<file path="config.mk">
export PLATFORM = sky130hd
export DESIGN_NAME = alu_flat
export DESIGN_NICKNAME = d
export VERILOG_FILES = /design/src/rtl/sigma_pkg.sv /design/src/rtl/alu_if.sv /design/src/rtl/alu_core.sv /design/src/rtl/alu.sv /design/src/flat_wrapper.sv
export SDC_FILE = /design/constraint.sdc
export NUM_CORES = 1
export LEC_CHECK = 0
export ABC_AREA = 1
export CAP_MARGIN = 10
export CELL_PAD_IN_SITES_DETAIL_PLACEMENT = 1
export CELL_PAD_IN_SITES_GLOBAL_PLACEMENT = 1
export CORE_MARGIN = 2
export CORE_UTILIZATION = 44
export DETAILED_ROUTE_END_ITERATION = 10
export PLACE_DENSITY_LB_ADDON = 0.1
export SYNTH_ARGS = -nofsm -noshare
export SYNTH_HDL_FRONTEND = slang
export SYNTH_SLANG_ARGS = --single-unit
</file>
<file path="constraint.sdc">
create_clock -name clk -period 2.68 [get_ports clk]
set_clock_uncertainty 0.05 [all_clocks]
set_input_delay 0.402 -clock clk [delete_from_list [all_inputs] [get_ports clk]]
set_output_delay 0.402 -clock clk [all_outputs]
set_load 0.05 [all_outputs]
</file>
<file path="src/rtl/sigma_pkg.sv">
// Shared SigmaCore execute-stage types: ALU opcodes, width constants and the flag bundle.
package sigma_pkg;

    localparam int unsigned XLEN    = 32;
    localparam int unsigned SHAMT_W = $clog2(XLEN);
    localparam int unsigned OP_W    = 4;

    typedef enum logic [OP_W-1:0] {
        ALU_ADD  = 4'b0000,
        ALU_SUB  = 4'b0001,
        ALU_AND  = 4'b0010,
        ALU_OR   = 4'b0011,
        ALU_XOR  = 4'b0100,
        ALU_SLL  = 4'b0101,
        ALU_SRL  = 4'b0110,
        ALU_SRA  = 4'b0111,
        ALU_SLT  = 4'b1000,
        ALU_SLTU = 4'b1001
    } alu_op_e;

    typedef struct packed {
        logic z;
        logic n;
        logic v;
        logic c;
    } alu_flags_t;

endpackage

</file>
<file path="src/rtl/alu_if.sv">
// Operand/opcode request and registered result/flag response between issue logic and the ALU.
interface alu_if;

    logic                             in_valid;
    logic [sigma_pkg::XLEN-1:0]       operand1;
    logic [sigma_pkg::XLEN-1:0]       operand2;
    logic [sigma_pkg::OP_W-1:0]       alu_op;
    logic                             out_valid;
    logic [sigma_pkg::XLEN-1:0]       result;
    logic                             zero_flag;
    logic                             negative_flag;
    logic                             overflow_flag;
    logic                             carry_flag;

    modport master (
        output in_valid, operand1, operand2, alu_op,
        input  out_valid, result, zero_flag, negative_flag, overflow_flag, carry_flag
    );

    modport slave (
        input  in_valid, operand1, operand2, alu_op,
        output out_valid, result, zero_flag, negative_flag, overflow_flag, carry_flag
    );

endinterface

</file>
<file path="src/rtl/alu_core.sv">
// Purely combinational ALU datapath: result and Z/N/V/C flags for one operation.
module alu_core
    import sigma_pkg::*;
(
    input  logic [XLEN-1:0] operand1,
    input  logic [XLEN-1:0] operand2,
    input  logic [OP_W-1:0] alu_op,
    output logic [XLEN-1:0] result_c,
    output alu_flags_t      flags_c
);

    localparam int unsigned SUM_W = XLEN + 1;

    logic [SUM_W-1:0]   sum_c;
    logic [SUM_W-1:0]   diff_c;
    logic [SHAMT_W-1:0] shamt_c;
    logic               sign1_c;
    logic               sign2_c;

    always_comb begin
        sum_c    = {1'b0, operand1} + {1'b0, operand2};
        // Subtract as op1 + ~op2 + 1 so the carry out is the no-borrow indication.
        diff_c   = {1'b0, operand1} + {1'b0, ~operand2} + SUM_W'(1);
        shamt_c  = operand2[SHAMT_W-1:0];
        sign1_c  = operand1[XLEN-1];
        sign2_c  = operand2[XLEN-1];
        result_c = '0;
        flags_c  = '0;

        case (alu_op)
            ALU_ADD: begin
                result_c  = sum_c[XLEN-1:0];
                flags_c.c = sum_c[XLEN];
                flags_c.v = (sign1_c == sign2_c) && (sum_c[XLEN-1] != sign1_c);
            end
            ALU_SUB: begin
                result_c  = diff_c[XLEN-1:0];
                flags_c.c = diff_c[XLEN];
                flags_c.v = (sign1_c != sign2_c) && (diff_c[XLEN-1] != sign1_c);
            end
            ALU_AND:  result_c = operand1 & operand2;
            ALU_OR:   result_c = operand1 | operand2;
            ALU_XOR:  result_c = operand1 ^ operand2;
            ALU_SLL:  result_c = operand1 << shamt_c;
            ALU_SRL:  result_c = operand1 >> shamt_c;
            ALU_SRA:  result_c = XLEN'($signed(operand1) >>> shamt_c);
            ALU_SLT:  result_c = XLEN'($signed(operand1) < $signed(operand2));
            ALU_SLTU: result_c = XLEN'(operand1 < operand2);
            default:  result_c = '0;
        endcase

        flags_c.z = (result_c == '0);
        flags_c.n = result_c[XLEN-1];
    end

endmodule

</file>
<file path="src/rtl/alu.sv">
// Execute-stage ALU: one-cycle registered result/flag bank around alu_core, valid travels alongside.
module alu
    import sigma_pkg::*;
(
    input  logic  clk,
    input  logic  rst,
    alu_if.slave  bus
);

    logic [XLEN-1:0] core_result_c;
    alu_flags_t      core_flags_c;

    logic            valid_q,  valid_d;
    logic [XLEN-1:0] result_q, result_d;
    alu_flags_t      flags_q,  flags_d;

    alu_core u_core (
        .operand1 (bus.operand1),
        .operand2 (bus.operand2),
        .alu_op   (bus.alu_op),
        .result_c (core_result_c),
        .flags_c  (core_flags_c)
    );

    // Result and flags only update on a valid request; otherwise they hold.
    always_comb begin
        valid_d  = bus.in_valid;
        result_d = result_q;
        flags_d  = flags_q;
        if (bus.in_valid) begin
            result_d = core_result_c;
            flags_d  = core_flags_c;
        end
    end

    always_ff @(posedge clk or posedge rst) begin
        if (rst) begin
            valid_q  <= 1'b0;
            result_q <= '0;
            flags_q  <= '0;
        end else begin
            valid_q  <= valid_d;
            result_q <= result_d;
            flags_q  <= flags_d;
        end
    end

    assign bus.out_valid     = valid_q;
    assign bus.result        = result_q;
    assign bus.zero_flag     = flags_q.z;
    assign bus.negative_flag = flags_q.n;
    assign bus.overflow_flag = flags_q.v;
    assign bus.carry_flag    = flags_q.c;

endmodule

</file>
<file path="src/flat_wrapper.sv">
// flat-port wrapper written by rule: the top's interface ports become plain ports
module alu_flat import sigma_pkg::*;
  (clk, rst, bus_in_valid, bus_operand1, bus_operand2, bus_alu_op, bus_out_valid, bus_result, bus_zero_flag, bus_negative_flag, bus_overflow_flag, bus_carry_flag);
  alu_if bus_i ();
  input  logic clk;
  input  logic rst;
  input wire logic [$bits(bus_i.in_valid)-1:0] bus_in_valid;
  input wire logic [$bits(bus_i.operand1)-1:0] bus_operand1;
  input wire logic [$bits(bus_i.operand2)-1:0] bus_operand2;
  input wire logic [$bits(bus_i.alu_op)-1:0] bus_alu_op;
  output wire logic [$bits(bus_i.out_valid)-1:0] bus_out_valid;
  output wire logic [$bits(bus_i.result)-1:0] bus_result;
  output wire logic [$bits(bus_i.zero_flag)-1:0] bus_zero_flag;
  output wire logic [$bits(bus_i.negative_flag)-1:0] bus_negative_flag;
  output wire logic [$bits(bus_i.overflow_flag)-1:0] bus_overflow_flag;
  output wire logic [$bits(bus_i.carry_flag)-1:0] bus_carry_flag;
  assign bus_i.in_valid = bus_in_valid;
  assign bus_i.operand1 = bus_operand1;
  assign bus_i.operand2 = bus_operand2;
  assign bus_i.alu_op = bus_alu_op;
  assign bus_out_valid = bus_i.out_valid;
  assign bus_result = bus_i.result;
  assign bus_zero_flag = bus_i.zero_flag;
  assign bus_negative_flag = bus_i.negative_flag;
  assign bus_overflow_flag = bus_i.overflow_flag;
  assign bus_carry_flag = bus_i.carry_flag;
  alu u_core (.clk(clk), .rst(rst), .bus(bus_i));
endmodule
</file>
==> load_flow_metrics.sql, run 1 <==
INSERT INTO impl_metrics (metric_group, metric, value, unit) VALUES
('outcome', 'status', 'stopped before the end', ''),
('outcome', 'failed_stage', 'clock tree synthesis (4_1_cts)', ''),
('outcome', 'firstError', '[ERROR DPL-0033] detailed placement checks failed during check placement.', ''),
('clock_tree', 'htreeDepth', '2', ''),
('floorplan', 'std_cell_rows', '60', ''),
('yosys', 'yosys-top-cells-count', '716 x sky130_fd_sc_hd__nand2_1, 424 x sky130_fd_sc_hd__nand3_1, 256 x sky130_fd_sc_hd__inv_1', ''),
('yosys', 'synth.lib_cells_used.distinct', '49', ''),
('place', 'port_buffers', '107', ''),
('yosys', 'synth.most_common_cell', 'sky130_fd_sc_hd__nand2_1', ''),
('yosys', 'netlist.area_leader.share', '22.4', '%'),
('yosys', 'synth_sequential_area_ratio', '7.50', '%'),
('floorplan', 'die_height', '169', 'um'),
('yosys', 'postSynth.asyncResetShare', '100', '%'),
('floorplan', 'dieWidth', '169', 'um'),
('yosys', 'synth.ff_latch_count', '36', ''),
('yosys', 'yosys-top-cells-area', 'sky130_fd_sc_hd__nand2_1 22%, sky130_fd_sc_hd__nand3_1 18%, sky130_fd_sc_hd__ha_1 10%, sky130_fd_sc_hd__inv_1 8.0%, sky130_fd_sc_hd__nor2_1 7.8%', ''),
('yosys', 'syn_area', '12000', 'sq um'),
('clock_tree', 'clock-root-buffer', 'sky130_fd_sc_hd__clkbuf_16', ''),
('floorplan', 'boundaryPins', '108', ''),
('clock_tree', 'postCtsResizedCells', '853', ''),
('clock_tree', 'clk_path_buf_depth', '2', ''),
('yosys', 'yosys.area.top_type', 'sky130_fd_sc_hd__nand2_1', ''),
('clock_tree', 'cts_sinks', '36', ''),
('yosys', 'synth-edff-count', '0', ''),
('place', 'dp_hpwl', '69300', 'um'),
('floorplan', 'initial_utilization', '44.7', '%'),
('place', 'globalplace.congestion', '1.09', ''),
('yosys', 'synthesis.yosys.warnings', '0', ''),
('clock_tree', 'cts_buffers', '5', ''),
('clock_tree', 'ctsHoldBuffers', '0', ''),
('yosys', 'synthFlopType', 'sky130_fd_sc_hd__dfrtp_1', ''),
('yosys', 'syn_nets', '2427', ''),
('clock_tree', 'cts_post_setup_buffers_inserted', '75', ''),
('yosys', 'postSynthAreaPerCell', '5.33', 'sq um'),
('yosys', 'syn-instance-count', '2254', '');
## logic make-up after synthesis
logic type | after synthesis | synth area share (%)
buffers and inverters | 375 | 14.1
DFF | 36 | 7.50
adders and majority gates | 102 | 10.7
xor gates and xnor gates | 1 | 0.0729
and+or+nand+nor | 1555 | 58.7
AOI/OAI and AO/OA | 185 | 8.93
## per-stage QoR
stage	cells	hold WS (ns)	setup WS (ns)	util, %	area, sq um
3_5_place_dp	3123	0.430	-1.20	63.1	17000
3_3_place_gp	3123	0.417	-1.03	63.1	17000
2_1_floorplan	2254	0.383	0.00597	-	12100
==> run 2, diff against run 1 <==
CELL_PAD_IN_SITES_DETAIL_PLACEMENT = unset   (was 1)
CELL_PAD_IN_SITES_GLOBAL_PLACEMENT = unset   (was 1)
CORE_UTILIZATION = 40   (was 44)
PLACE_DENSITY_LB_ADDON = 0.15   (was 0.1)
==> load_flow_metrics.sql, run 2 <==
INSERT INTO impl_metrics (metric_group, metric, value, unit) VALUES
('floorplan', 'dieWidth', '177', 'um'),
('worst_setup_path', 'critPathMaxStageDelay', '0.24', 'ns'),
('cells_and_area', 'final_net_count', '3087', ''),
('clock_tree', 'cts_sinks', '36', ''),
('timing', 'finalMaxSlewViolations', '0', ''),
('route', 'route.detailed.vias_per_inst', '5.65', ''),
('global_routing', 'maximum_number_of_pins_on_one_net_before_global_route_repair', '71', ''),
('clock_tree', 'clock-root-buffer', 'sky130_fd_sc_hd__clkbuf_16', ''),
('power_and_ir_drop', 'p_leak', '10.6', 'nW'),
('floorplan', 'std_cell_rows', '63', ''),
('clock_tree', 'cts_buffers', '5', ''),
('timing', 'fmax', '0.373', 'GHz'),
('cells_and_area', 'layout_commonest_cell', 'sky130_fd_sc_hd__buf_4', ''),
('worst_setup_path', 'worstPathArrival', '2.86', 'ns'),
('yosys', 'synth.lib_cells_used.distinct', '49', ''),
('route', 'routed_wl', '70200', 'um'),
('route', 'first_iter_violations', '2145', ''),
('yosys', 'syn_area', '12000', 'sq um'),
('power_and_ir_drop', 'post-layout-total-power', '0.00583', 'W'),
('floorplan', 'design.die.area', '31400', 'sq um'),
('timing', 'setup_tns', '-0.00213', 'ns'),
('worst_setup_path', 'crit_chain', 'buf_4, inv_4, buf_4, ha_2, inv_1, nand2_1, nand3_2, nand2_4, buf_4, nand3_1, buf_4, nand4_1, nand3_1, nand4_1, nor2_2, nand3_2, nor2_2, nand3_1, nand2_1', ''),
('outcome', 'status', 'finished with violations', ''),
('route', 'avg_wl_per_cell', '21.3', 'um'),
('route', 'firstDrtPassIters', '8', ''),
('yosys', 'yosys-top-cells-area', 'sky130_fd_sc_hd__nand2_1 22%, sky130_fd_sc_hd__nand3_1 18%, sky130_fd_sc_hd__ha_1 10%, sky130_fd_sc_hd__inv_1 8.0%, sky130_fd_sc_hd__nor2_1 7.8%', ''),
('global_routing', 'number_of_antenna_violations_at_the_first_check_in_global_routing', '0', ''),
('yosys', 'synthFlopType', 'sky130_fd_sc_hd__dfrtp_1', ''),
('timing', 'period_share', '100', '%'),
('place', 'globalplace.congestion', '1.14', ''),
('yosys', 'synth_sequential_area_ratio', '7.50', '%'),
('global_routing', 'globalRoute.totalOverflow', '0', ''),
('worst_hold_path', 'timing.hold.worst.class', 'flip-flop to flip-flop', ''),
('place', 'port_buffers', '107', ''),
('worst_setup_path', 'worst-endpoint-required', '2.86', 'ns'),
('place', 'dp_hpwl', '56500', 'um'),
('route', 'vias', '18700', ''),
('yosys', 'syn-instance-count', '2254', ''),
('power_and_ir_drop', 'power_per_cell_area', '291', 'nW/um^2'),
('floorplan', 'initial_utilization', '40.5', '%'),
('floorplan', 'placeableCoreArea', '29600', 'sq um'),
('yosys', 'yosys.area.top_type', 'sky130_fd_sc_hd__nand2_1', ''),
('outcome', 'violations', 'negative setup slack', ''),
('clock_tree', 'htreeDepth', '2', ''),
('power_and_ir_drop', 'worst_ir_drop_vdd', '0.000249', 'V'),
('cells_and_area', 'antenna-diode-count', '0', ''),
('yosys', 'synth-edff-count', '0', ''),
('worst_setup_path', 'timing.setup.critical_path_class', 'primary input to flip-flop', ''),
('yosys', 'syn_nets', '2427', ''),
('yosys', 'postSynthAreaPerCell', '5.33', 'sq um'),
('yosys', 'netlist.area_leader.share', '22.4', '%'),
('clock_tree', 'clk_path_buf_depth', '2', ''),
('clock_tree', 'clock_insertion_delay_worst_skew', '0.29', 'ns'),
('clock_tree', 'tritoncts', 'built', ''),
('yosys', 'yosys-top-cells-count', '716 x sky130_fd_sc_hd__nand2_1, 424 x sky130_fd_sc_hd__nand3_1, 256 x sky130_fd_sc_hd__inv_1', ''),
('global_routing', 'grtUsageTotal', '42.6', '%'),
('timing', 'least_setup_slack_across_all_paths_after_layout', '-0.00213', 'ns'),
('clock_tree', 'clk_pin_slew_worst_paths', '0.06', 'ns'),
('timing', 'hold_viol', '0', ''),
('worst_setup_path', 'end_kind', 'flip-flop', ''),
('floorplan', 'die_height', '177', 'um'),
('yosys', 'synthesis.yosys.warnings', '0', ''),
('worst_setup_path', 'worst_path_max_delay_cell', 'sky130_fd_sc_hd__nor2_2', ''),
('yosys', 'postSynth.asyncResetShare', '100', '%'),
('yosys', 'synth.ff_latch_count', '36', ''),
('cells_and_area', 'largest_reg_flops', '32', ''),
('timing', 'setup_viol', '1', ''),
('route', 'drc', '0', ''),
('run', 'maxCapViolCount', '0', ''),
('yosys', 'synth.most_common_cell', 'sky130_fd_sc_hd__nand2_1', ''),
('timing', 'worst_pin_slew', '0.652', 'ns'),
('worst_setup_path', 'startpoint_type', 'primary input', ''),
('global_routing', 'grt_pass1_wl', '101000', 'um'),
('timing', 'finalCriticalPeriod', '2.68', 'ns'),
('timing', 'slew-limit-headroom', '56.5', '%'),
('cells_and_area', 'area_growth_syn_to_layout', '67.1', '%'),
('route', 'detail-route-antenna-nets', '0', ''),
('cells_and_area', 'layout-drive-gt1-share', '43.1', '%'),
('worst_setup_path', 'worst_path_most_repeated_cell', 'sky130_fd_sc_hd__buf_4', ''),
('floorplan', 'boundaryPins', '108', ''),
('cells_and_area', 'mostFrequentLayoutCells', '604 x sky130_fd_sc_hd__buf_4, 594 x sky130_fd_sc_hd__nand2_1, 382 x sky130_fd_sc_hd__nand3_1', ''),
('global_routing', 'via_count_of_the_first_global_routing_pass', '17600', ''),
('worst_setup_path', 'crit_fanout', '4', '');
==> run 2: area by class of cell <==
cell class                      count  area (sq um)
Clock buffer                        5           125
Clock inverter                      3          42.5
Fill cell                        2737          9570
Inverter                          271          1070
Multi-Input combinational cell   1843         11300
Sequential cell                    36           901
Tap cell                          390           488
Timing Repair Buffer              757          6160
==> run 2: cell families (layout without fill, tap and decap cells) <==
| kind of cell | Yosys count | after routing | synth area share [%] |
|---|---|---|---|
| and+or+nand+nor | 1555 | 1555 | 58.7 |
| buffers and inverters | 375 | 1036 | 14.1 |
| AOI/OAI and AO/OA | 185 | 185 | 8.93 |
| adders and majority gates | 102 | 102 | 10.7 |
| DFF | 36 | 36 | 7.50 |
| xor gates and xnor gates | 1 | 1 | 0.0729 |
==> run 2: path summary, 6_finish.rpt <==
path	from	end	slack [ns]	cells after the start
setup / recovery	bus_operand2[2]	u_core.bus.zero_flag$_DFFE_PP0P_	-0.002	19
hold / removal	u_core.bus.result[20]$_DFFE_PP0P_	u_core.bus.result[20]$_DFFE_PP0P_	0.43	2
setup reg to reg	u_core.bus.result[31]$_DFFE_PP0P_	u_core.bus.result[31]$_DFFE_PP0P_	1.92	2
hold reg to reg	u_core.bus.result[20]$_DFFE_PP0P_	u_core.bus.result[20]$_DFFE_PP0P_	0.43	2
max in group asynchronous	rst	u_core.bus.result[6]$_DFFE_PP0P_	1.75	3
min in group asynchronous	rst	u_core.bus.result[30]$_DFFE_PP0P_	0.48	3
==> run 2: power by group <==
part | internal (W) | leakage (nW) | switching, W
Sequential | 0.000609 | 0.457 | 0.0000435
Clock | 0.000438 | 0.0798 | 0.000257
Combinational | 0.00186 | 10.1 | 0.00263
==> run 2: what timing repair did <==
action	in CTS	in global routing
gates cloned	1	2
endpoints found under the setup margin	33	9
hold endpoints to repair	0	0
pin swaps	111	132
gates resized for setup	437	362
hold buffers	0	0
buffers inserted	33	35
==> run 2: per-layer routing <==
| metal | track usage [%] | routed length (um) | up-vias |
|---|---|---|---|
| met3 | 6.04 | 6810 | 262 |
| met1 | 56.9 | 28500 | 8689 |
| met5 | 0 | 0 | - |
| li1 | - | - | 8614 |
| met4 | 17.3 | 4250 | 0 |
| met2 | 68.6 | 30700 | 1101 |
==> run 2: critical path: cells and delay by family <==
kind	cells	cell delay (ns)
and+or+nand+nor	12	1.56
buffers and inverters	6	0.68
adders and majority gates	1	0.21
==> run 2: stage by stage <==
step	hold WS (ns)	worst slack (ns)	area, sq um	utilization [%]	std cells
final	0.433	-0.00213	20100	67.7	3305
after global routing	0.467	-0.0672	20100	67.7	3305
after CTS	0.431	0.000777	19000	64.1	3269
after detailed placement	0.414	-1.17	17400	58.8	3228
after global placement	0.414	-1.14	17400	58.8	3228
after floorplan	0.383	0.00597	12100	-	2254
Note: power is estimated with default switching activity, not from simulation.
